<file path="config.mk">
export PLATFORM = sky130hd
export DESIGN_NAME = csr_irq_unit
export DESIGN_NICKNAME = d
export VERILOG_FILES = /design/src/rtl/csr_irq_unit.sv
export SDC_FILE = /design/constraint.sdc
export NUM_CORES = 1
export LEC_CHECK = 0
export ABC_AREA = 1
export CORE_UTILIZATION = 55
export CTS_CLUSTER_SIZE = 10
export DETAILED_ROUTE_END_ITERATION = 7
export PLACE_DENSITY = 0.8
export SLEW_MARGIN = 20
export SYNTH_ARGS = -nofsm -noshare
export SYNTH_HDL_FRONTEND = slang
export SYNTH_SLANG_ARGS = --single-unit
</file>
<file path="constraint.sdc">
create_clock -name clk -period 7.6 [get_ports clk]
set_input_delay 1.14 -clock clk [delete_from_list [all_inputs] [get_ports clk]]
set_output_delay 1.14 -clock clk [all_outputs]
set_load 0.02 [all_outputs]
</file>
<file path="src/rtl/csr_irq_unit.sv">
// ---------------------------------------------------------------------------
// csr_irq_unit
//   Machine-mode CSR file for a single-issue core. It holds mstatus, mie,
//   mtvec, mepc and mcause, exposes mip and the 64-bit mcycle/minstret
//   counters, and sequences trap entry, MRET and the WFI sleep state.
//   CSR reads are combinational and return the value from before the
//   instruction. All updates commit on the clock edge that moves the
//   instruction out of EXE.
//
// Ports
//   clk, rst     clock and asynchronous active-high reset
//   csr_en       CSR instruction valid in EXE
//   csr_op       funct3 (RW/RS/RC and their immediate forms)
//   csr_addr     CSR address; selects csr_rdata and the write target
//   rs1_data     register source operand
//   zimm         5-bit immediate source operand
//   src_zero     rs1 index / zimm is zero (RS/RC then do not write)
//   mret, wfi    MRET / WFI valid in EXE
//   retire       one instruction retired this cycle
//   exe_pc       PC of the instruction in EXE (saved to mepc on a trap)
//   irq_in       asynchronous level-sensitive platform interrupts
//   csr_rdata    old value of csr_addr
//   trap_take    redirect to trap_pc and squash the EXE instruction
//   trap_pc      trap handler target
//   mret_pc      MRET return target (mepc)
//   wfi_stall    pipeline hold while sleeping in WFI
// ---------------------------------------------------------------------------
module csr_irq_unit #(
    parameter int          NUM_IRQ     = 4,
    parameter logic [31:0] MTVEC_RESET = 32'h0001_0000
) (
    input  logic               clk,
    input  logic               rst,
    input  logic               csr_en,
    input  logic [2:0]         csr_op,
    input  logic [11:0]        csr_addr,
    input  logic [31:0]        rs1_data,
    input  logic [4:0]         zimm,
    input  logic               src_zero,
    input  logic               mret,
    input  logic               wfi,
    input  logic               retire,
    input  logic [31:0]        exe_pc,
    input  logic [NUM_IRQ-1:0] irq_in,
    output logic [31:0]        csr_rdata,
    output logic               trap_take,
    output logic [31:0]        trap_pc,
    output logic [31:0]        mret_pc,
    output logic               wfi_stall
);

    localparam logic [11:0] ADDR_MSTATUS    = 12'h300;
    localparam logic [11:0] ADDR_MIE        = 12'h304;
    localparam logic [11:0] ADDR_MTVEC      = 12'h305;
    localparam logic [11:0] ADDR_MEPC       = 12'h341;
    localparam logic [11:0] ADDR_MCAUSE     = 12'h342;
    localparam logic [11:0] ADDR_MIP        = 12'h344;
    localparam logic [11:0] ADDR_MCYCLE     = 12'hB00;
    localparam logic [11:0] ADDR_MINSTRET   = 12'hB02;
    localparam logic [11:0] ADDR_MCYCLEH    = 12'hB80;
    localparam logic [11:0] ADDR_MINSTRETH  = 12'hB82;

    typedef enum logic {
        RUN   = 1'b0,
        SLEEP = 1'b1
    } wfi_state_t;

    // Architectural state
    logic [NUM_IRQ-1:0] sync1_reg;
    logic [NUM_IRQ-1:0] sync2_reg;
    logic [NUM_IRQ-1:0] mie_en_reg;     // only the implemented mie bits 16+i
    logic               mstatus_mie_reg;
    logic               mstatus_mpie_reg;
    logic [31:0]        mtvec_reg;
    logic [31:0]        mepc_reg;
    logic               mcause_irq_reg;
    logic [4:0]         mcause_code_reg;
    logic [63:0]        mcycle_reg;
    logic [63:0]        minstret_reg;
    wfi_state_t         state_reg;
    wfi_state_t         state_next;

    // Derived signals
    logic [NUM_IRQ-1:0] pend;
    logic               any_pend;
    logic [3:0]         irq_idx;
    logic [4:0]         irq_code;
    logic [31:0]        mip_word;
    logic [31:0]        mie_word;
    logic [31:0]        mtvec_base;
    logic [31:0]        src;
    logic [31:0]        wdata;
    logic               csr_wr;

    // -----------------------------------------------------------------------
    // Interrupt synchroniser and pending selection
    // -----------------------------------------------------------------------
    always_ff @(posedge clk or posedge rst) begin
        if (rst) begin
            sync1_reg <= '0;
            sync2_reg <= '0;
        end else begin
            sync1_reg <= irq_in;
            sync2_reg <= sync1_reg;
        end
    end

    assign mip_word = 32'(sync2_reg) << 16;
    assign mie_word = 32'(mie_en_reg) << 16;
    assign pend     = sync2_reg & mie_en_reg;
    assign any_pend = |pend;

    // Scan from the top down so the lowest pending line is the last to
    // overwrite irq_idx and therefore wins.
    always_comb begin
        irq_idx = '0;
        for (int i = NUM_IRQ - 1; i >= 0; i--) begin
            if (pend[i]) begin
                irq_idx = 4'(i);
            end
        end
    end

    // Platform interrupt causes are 16+i, i.e. bit 4 set plus the line index.
    assign irq_code = {1'b1, irq_idx};

    // -----------------------------------------------------------------------
    // Trap / MRET targets
    // -----------------------------------------------------------------------
    assign trap_take  = mstatus_mie_reg & any_pend;
    assign mtvec_base = {mtvec_reg[31:2], 2'b00};
    assign trap_pc    = mtvec_reg[0] ? (mtvec_base + {25'b0, irq_code, 2'b00})
                                     : mtvec_base;
    assign mret_pc    = mepc_reg;

    // -----------------------------------------------------------------------
    // CSR read mux (old value)
    // -----------------------------------------------------------------------
    always_comb begin
        csr_rdata = '0;
        case (csr_addr)
            ADDR_MSTATUS:   csr_rdata = {19'b0, 2'b11, 3'b0, mstatus_mpie_reg,
                                         3'b0, mstatus_mie_reg, 3'b0};
            ADDR_MIE:       csr_rdata = mie_word;
            ADDR_MTVEC:     csr_rdata = mtvec_reg;
            ADDR_MEPC:      csr_rdata = mepc_reg;
            ADDR_MCAUSE:    csr_rdata = {mcause_irq_reg, 26'b0, mcause_code_reg};
            ADDR_MIP:       csr_rdata = mip_word;
            ADDR_MCYCLE:    csr_rdata = mcycle_reg[31:0];
            ADDR_MCYCLEH:   csr_rdata = mcycle_reg[63:32];
            ADDR_MINSTRET:  csr_rdata = minstret_reg[31:0];
            ADDR_MINSTRETH: csr_rdata = minstret_reg[63:32];
            default:        csr_rdata = '0;
        endcase
    end

    // -----------------------------------------------------------------------
    // Write data and write enable
    // -----------------------------------------------------------------------
    assign src = csr_op[2] ? {27'b0, zimm} : rs1_data;

    always_comb begin
        wdata = csr_rdata;
        case (csr_op[1:0])
            2'b01:   wdata = src;
            2'b10:   wdata = csr_rdata | src;
            2'b11:   wdata = csr_rdata & ~src;
            default: wdata = csr_rdata;
        endcase
    end

    // A taken trap squashes everything in EXE; MRET outranks a CSR write.
    // RW always writes, RS/RC only with a non-zero source.
    assign csr_wr = csr_en & ~trap_take & ~mret &
                    ((csr_op[1:0] == 2'b01) | ((csr_op[1:0] != 2'b00) & ~src_zero));

    // -----------------------------------------------------------------------
    // mstatus
    // -----------------------------------------------------------------------
    always_ff @(posedge clk or posedge rst) begin
        if (rst) begin
            mstatus_mie_reg  <= 1'b0;
            mstatus_mpie_reg <= 1'b0;
        end else if (trap_take) begin
            mstatus_mpie_reg <= mstatus_mie_reg;
            mstatus_mie_reg  <= 1'b0;
        end else if (mret) begin
            mstatus_mie_reg  <= mstatus_mpie_reg;
            mstatus_mpie_reg <= 1'b1;
        end else if (csr_wr && csr_addr == ADDR_MSTATUS) begin
            mstatus_mie_reg  <= wdata[3];
            mstatus_mpie_reg <= wdata[7];
        end
    end

    // -----------------------------------------------------------------------
    // mepc / mcause (written by trap entry or by software)
    // -----------------------------------------------------------------------
    always_ff @(posedge clk or posedge rst) begin
        if (rst) begin
            mepc_reg        <= '0;
            mcause_irq_reg  <= 1'b0;
            mcause_code_reg <= '0;
        end else if (trap_take) begin
            mepc_reg        <= exe_pc;
            mcause_irq_reg  <= 1'b1;
            mcause_code_reg <= irq_code;
        end else if (csr_wr) begin
            if (csr_addr == ADDR_MEPC) begin
                mepc_reg <= {wdata[31:2], 2'b00};
            end
            if (csr_addr == ADDR_MCAUSE) begin
                mcause_irq_reg  <= wdata[31];
                mcause_code_reg <= wdata[4:0];
            end
        end
    end

    // -----------------------------------------------------------------------
    // mie / mtvec (software-only)
    // -----------------------------------------------------------------------
    always_ff @(posedge clk or posedge rst) begin
        if (rst) begin
            mie_en_reg <= '0;
            mtvec_reg  <= MTVEC_RESET;
        end else if (csr_wr) begin
            if (csr_addr == ADDR_MIE) begin
                mie_en_reg <= wdata[16 +: NUM_IRQ];
            end
            // Reserved modes 2/3 collapse to direct.
            if (csr_addr == ADDR_MTVEC) begin
                mtvec_reg <= {wdata[31:2], 1'b0, (wdata[1:0] == 2'b01)};
            end
        end
    end

    // -----------------------------------------------------------------------
    // Counters: free-running, read-only, wrap silently
    // -----------------------------------------------------------------------
    always_ff @(posedge clk or posedge rst) begin
        if (rst) begin
            mcycle_reg   <= '0;
            minstret_reg <= '0;
        end else begin
            mcycle_reg <= mcycle_reg + 64'd1;
            if (retire) begin
                minstret_reg <= minstret_reg + 64'd1;
            end
        end
    end

    // -----------------------------------------------------------------------
    // WFI sleep FSM
    // -----------------------------------------------------------------------
    always_ff @(posedge clk or posedge rst) begin
        if (rst) begin
            state_reg <= RUN;
        end else begin
            state_reg <= state_next;
        end
    end

    // Wake-up ignores mstatus.MIE: a masked-globally but enabled interrupt
    // still ends the sleep, it just does not trap.
    always_comb begin
        state_next = state_reg;
        case (state_reg)
            RUN:     if (wfi && !any_pend && !trap_take) state_next = SLEEP;
            SLEEP:   if (any_pend) state_next = RUN;
            default: state_next = RUN;
        endcase
    end

    assign wfi_stall = (state_reg == SLEEP);

endmodule

</file>
-- Word-level counts from Yosys, hierarchy flattened
Index checks and enable logic that the tools add are counted.
- output and inout bits: 98
- word-level logic and storage cells: 84
- flip-flop bits (word level): 212
- bits of input ports: 95
- bitwise operators: 14
- reduce and logical (&&, ||, !) cells: 15
- muxes and demuxes: 26
- equal/unequal tests: 14
- add/sub/neg operators: 3
- operators with widths (kind ; number):
    32-bit one-hot mux with 10 select lines ; 1
    32-bit 2-to-1 mux ; 5
    64-bit by 1-bit adder with 64-bit output (second input constant) ; 2
    32-bit one-hot mux with 3 select lines ; 1
    12-bit by 10-bit equality test with 1-bit output (second input constant) ; 6
    12-bit equality test (second input constant) ; 4
    32-bit by 7-bit adder with 32-bit output ; 1
    32-bit AND ; 1
    32-bit NOT ; 1
    32-bit bitwise OR ; 1
    5-bit 2-to-1 mux ; 3
    4-bit 2-to-1 mux ; 3
    1-bit 2-to-1 mux ; 11
    2-bit AND reduction ; 4
    2-bit nonzero test ; 4
    1-bit AND ; 5
    4-bit AND ; 1
    2-bit by 1-bit equality test with 1-bit output (second input constant) ; 2
    2-bit equality test (second input constant) ; 2
    1-bit NOT ; 4
    4-bit OR reduction ; 1
    1-bit logical AND ; 3
    3-bit nonzero test ; 1
    1-bit logical NOT ; 2
    3 further kinds ; 3

-- Depth between registers and ports, before layout
- word-level depth: 11
- depth in mapped cells: 15
- depth with buffers taken out: 15

-- Worst setup path before layout
OpenSTA, ideal clock, no wires.
- kind: register -> output
- start: register mie_en_reg[2]
- end: output trap_pc[24]
- data required time: 6460 ps
- arrival: 2338 ps
- path buffers: 0
- stages on the path, launching flop included: 14
- setup slack: 4122 ps
- cell sequence: dfrtp_1 > nand2_1 > nand3_1 > a21boi_0 > ha_1 > fa_1 > nand3_1 > nand2_1 > nand2_1 > nor2_2 > nand4_2 > nor3b_2 > nand2_1 > xor2_1
- cells in the longest elaborated chain, start to end: 6
- RTL lines (what ; line ; source):
    start, declared ; 71 ; logic [NUM_IRQ-1:0] mie_en_reg;
    start signal, assigned ; 228 ; mie_en_reg <= wdata[16 +: NUM_IRQ];
    4-bit AND ; 110 ; assign pend = sync2_reg & mie_en_reg;
    4-bit 2-to-1 mux (3 in series) ; 118 ; if (pend[i]) begin
    32-bit by 7-bit adder with 32-bit output ; 132 ; assign trap_pc = mtvec_reg[0] ? (mtvec_base + {25'b0, irq_code, 2'b00})
    32-bit 2-to-1 mux ; 132 ;
    end, declared ; 47 ; output logic [31:0] trap_pc,
No other way between the ends.

-- Worst setup path in the final report
- start: input csr_addr[9]
- end: output csr_rdata[17]
- cells in the longest elaborated chain, start to end: 2
- elaborated cells on any way between the ends: 11
- classes of those cells: eq/ne (10); mux (1)
- RTL lines (what ; line ; source):
    start, declared ; 36 ; input logic [11:0] csr_addr,
    12-bit equality test or 12-bit by 10-bit equality test with 1-bit output (tied branches) ; 141 ; case (csr_addr)
    32-bit one-hot mux with 10 select lines * ; 141 ;
    end, declared ; 45 ; output logic [31:0] csr_rdata,
Mark *: on every way between the ends. The rest lies on a longest branch, timed or not.

==> impl_summary.txt <==
----------------------------------------------------
[Status]
  Run status ... finished, violations left
  Violated checks ... DRC

[Logic synthesis]
  Proportion of register bits with asynchronous set or reset after synthesis ... 1.000
  Yosys warning count ... 0
  Summed instance area of the synthesized netlist ... 14610 um2
  Average size of a mapped cell ... 7.100 um2
  Flip-flop and latch count after synthesis ... 212
  Area contributors post-synth ... sky130_fd_sc_hd__dfrtp_1 36%, sky130_fd_sc_hd__nand2_1 15%, sky130_fd_sc_hd__xor2_1 7.9%
  Cell taking the most area after synthesis ... sky130_fd_sc_hd__dfrtp_1
  Share of the yosys chip area belonging to registers ... 0.3632
  Number of enable flip-flop cells after synthesis ... 0
  Synth top area share ... 0.3614
  Number of distinct library cell variants in the gate-level netlist after synthesis ... 57
  Most common flop cell mapped by yosys ... sky130_fd_sc_hd__dfrtp_1
  Cell count after synthesis ... 2058

[Timing]
  Fin crit period ... 5.814 ns
  Setup repair after global routing missed its margin ... false
  Share of the clock period used by the worst path ... 0.7650
  Endpoints failing setup ... 0
  Least-Margin Pin Slew ... 1.172 ns
  Total Negative Setup Slacks ... 0 ns
  Max Slew Vio Count ... 0
  Final hold viol count ... 0
  Highest attainable clock frequency ... 0.1720 GHz
  Hold slack ... 0.3507 ns
  Largest clock skew in the final design ... 0.03428 ns
  Worst relative slew slack ... 0.2179

[Floorplanning]
  Die Y ... 165.0 um
  Std cell rows ... 59
  Chip width ... 165.0 um
  Top-Level Pins ... 193
  Std-Cell Core Area ... 26060 um2
  Initial core utilization ... 0.5607
  Die footprint ... 27220 um2

[Global routing]
  Via count of the first global-routing pass ... 14490
  Global-route wire length before repair ... 90240 um
  Grt total ovfl ... 0
  Antenna violations before repair ... 0
  Largest net degree at the start of global routing ... 113
  Global routing usage summed across all routing layers ... 0.4560

[Placed design]
  Half-perimeter wire length after detailed placement ... 47580 um
  Instance area after placement ... 16630 um2
  RD Place Congestion ... 1.108
  Total of buffers placed on input and output ports ... 190

[Clocking]
  Clock latency on the worst-skew pair ... 0.57 ns
  Hold Buf Count CTS ... 0
  Post-cts repair resize count ... 0
  Number of H-tree levels ... 1
  Post CTS Setup Buffer Count ... 0
  TritonCTS clock tree ... built
  Reg clk slew, reported paths ... 0.06 ns
  Root Driver ... sky130_fd_sc_hd__clkbuf_16
  Num CTS Buffers ... 26
  Clock sink count ... 212
  Maximum root-to-sink buffer count ... 3

[Finish]
  Fraction of final layout cells with drive strength greater than 1 ... 0.07675
  Layout fillers ... 2280
  Most frequent cells in the layout ... 579 x sky130_fd_sc_hd__nand2_1, 251 x sky130_fd_sc_hd__inv_1, 224 x sky130_fd_sc_hd__nor2_1, 211 x sky130_fd_sc_hd__dfrtp_1, 190 x sky130_fd_sc_hd__clkdlybuf4s50_1
  Most common library cell in the layout ignoring fill and taps ... sky130_fd_sc_hd__nand2_1
  Core utilization of the finished layout ... 0.6677
  Post-Layout Inst Area ... 17400 um2
  Total Nets Final ... 2329
  Relative area change from synthesis to final layout ... 19.08%

[Setup path]
  Critical path data arrival time ... 4.67 ns
  Worst setup SP type ... input port
  Data required, critical path ... 6.46 ns
  Family of cells with the greatest summed delay on the critical path ... simple AND/OR/NAND/NOR gates
  Slack of the worst reg-to-reg path ... 5.05 ns
  Crit Path Category ... input port to primary output
  Critical path cell sequence ... clkdlybuf4s50_1 > nand2_2 > inv_2 > nand2_1 > nor2_4 > nand2_1 > o21ai_0 > nor2_1 > o211ai_1 > clkdlybuf4s50_1
  Crit Path Max Fanout ... 32
  Capture instance of the worst register-to-register path ... mret_pc[17]$_DFFE_PP0P_
  Max stage delay on crit path ... 0.82 ns
  Worst Setup End Kind ... primary output
  Worst R2R Path Depth ... 10
  Slowest stage cell, crit path ... sky130_fd_sc_hd__nand2_1
  Bufs and invs on worst path ... 3
  Reg2reg start ... mie_en_reg[2]$_DFFE_PP0P_

[Min path]
  Launch point of the worst hold path ... sync1_reg[2]$_DFF_PP0_
  Type of the most critical hold path ... flip-flop to flip-flop
  Hold Path Depth ... 0
  Worst Hold End ... sync2_reg[2]$_DFF_PP0_

[Route]
  Total number of vias ... 15780
  Count of routing violations after the opening detailed-route iteration ... 2379
  Pre-antenna DRT Iters ... 8
  Residual antenna-violating net count after detailed routing ... 0
  DRC viols ... 2
  Ratio of routed vias to standard cells ... 6.121
  Final routed wire length divided by cell count ... 23.90 um
  Wire length reported by the detailed router ... 61580 um

[Pwr]
  Leakage ... 0.008060 uW
  P per Cell Area ... 148.4 nW/um2
  Total power ... 2582 uW
  Peak ir drop on the vdd network ... 0.2162 mV

[Flow run]
  Reported max-cap violation count ... 0

----------------------------------------------------
-- final cells by class --
type | count | area (um2) | area share
antenna | 1 | 2.502 | 0.0001438
clock buffer | 37 | 721.9 | 0.04149
clock inverter | 3 | 40.04 | 0.002301
inverter | 268 | 1023 | 0.05882
multi-input combinational | 1525 | 7939 | 0.4563
sequential | 212 | 5306 | 0.3050
tap | 335 | 419.2 | 0.02409
timing repair buffer | 196 | 1947 | 0.1119
-- report_power, final --
group	internal [uW]	leakage (uW)	switching (uW)	total [uW]
Clock	654	0.000371	515	1170
Sequential	1150	0.00277	52.8	1200
Combinational	82.6	0.00492	127	209
-- layer usage --
metal  wire [um]  GRT usage  up-vias
li1            -          -     6922
met1       23650     0.6232     7432
met2       25460     0.6499     1192
met3        8088     0.1148      227
met4        4300     0.2615        2
met5          84    0.02462        -
-- cell families after synthesis --
logic type      count (synthesis)  share of synthesized area
compound gates                190                    0.07561
xor+xnor                      143                    0.08572
fa+ha+maj                       5                   0.004796
buf+inv                       322                    0.09428
flops                         212                     0.3632
mux                             5                   0.003853
other cells                     1                  0.0002566
simple gates                 1180                     0.3723
-- metrics by stage --
stage                     cells  setup slack [ns]
after global routing       2576             1.612
final                      2577             1.786
after detailed placement   2536             1.948
after global placement     2536             2.055
after floorplan            2059            0.6674
after CTS                  2576             1.900
-- worst max path at each step --
stage | from | end | slack (ns) | depth (start not counted)
floorplan | rst | mcause_code_reg[0]$_DFFE_PP0P_ | 0.67 | 1
CTS | csr_addr[9] | csr_rdata[17] | 1.90 | 10
global route | csr_addr[9] | csr_rdata[17] | 1.61 | 10
detailed placement | csr_addr[9] | csr_rdata[16] | 1.95 | 10
finish | csr_addr[9] | csr_rdata[17] | 1.79 | 10
global placement | csr_addr[6] | csr_rdata[17] | 2.06 | 9
-- synthesized netlist by cell type, types with 29 or more instances --
| cell type | count |
|---|---|
| sky130_fd_sc_hd__nand2_2 | 33 |
| sky130_fd_sc_hd__a22oi_1 | 29 |
| sky130_fd_sc_hd__nor2_1 | 224 |
| sky130_fd_sc_hd__nand4_1 | 58 |
| sky130_fd_sc_hd__dfrtp_1 | 211 |
| sky130_fd_sc_hd__o21ai_0 | 77 |
| sky130_fd_sc_hd__a21oi_1 | 33 |
| sky130_fd_sc_hd__nand3_1 | 124 |
| sky130_fd_sc_hd__nor3_1 | 70 |
| sky130_fd_sc_hd__xor2_1 | 131 |
| sky130_fd_sc_hd__inv_1 | 252 |
| sky130_fd_sc_hd__nand2_1 | 579 |
Power figures use the tool's default switching activity.
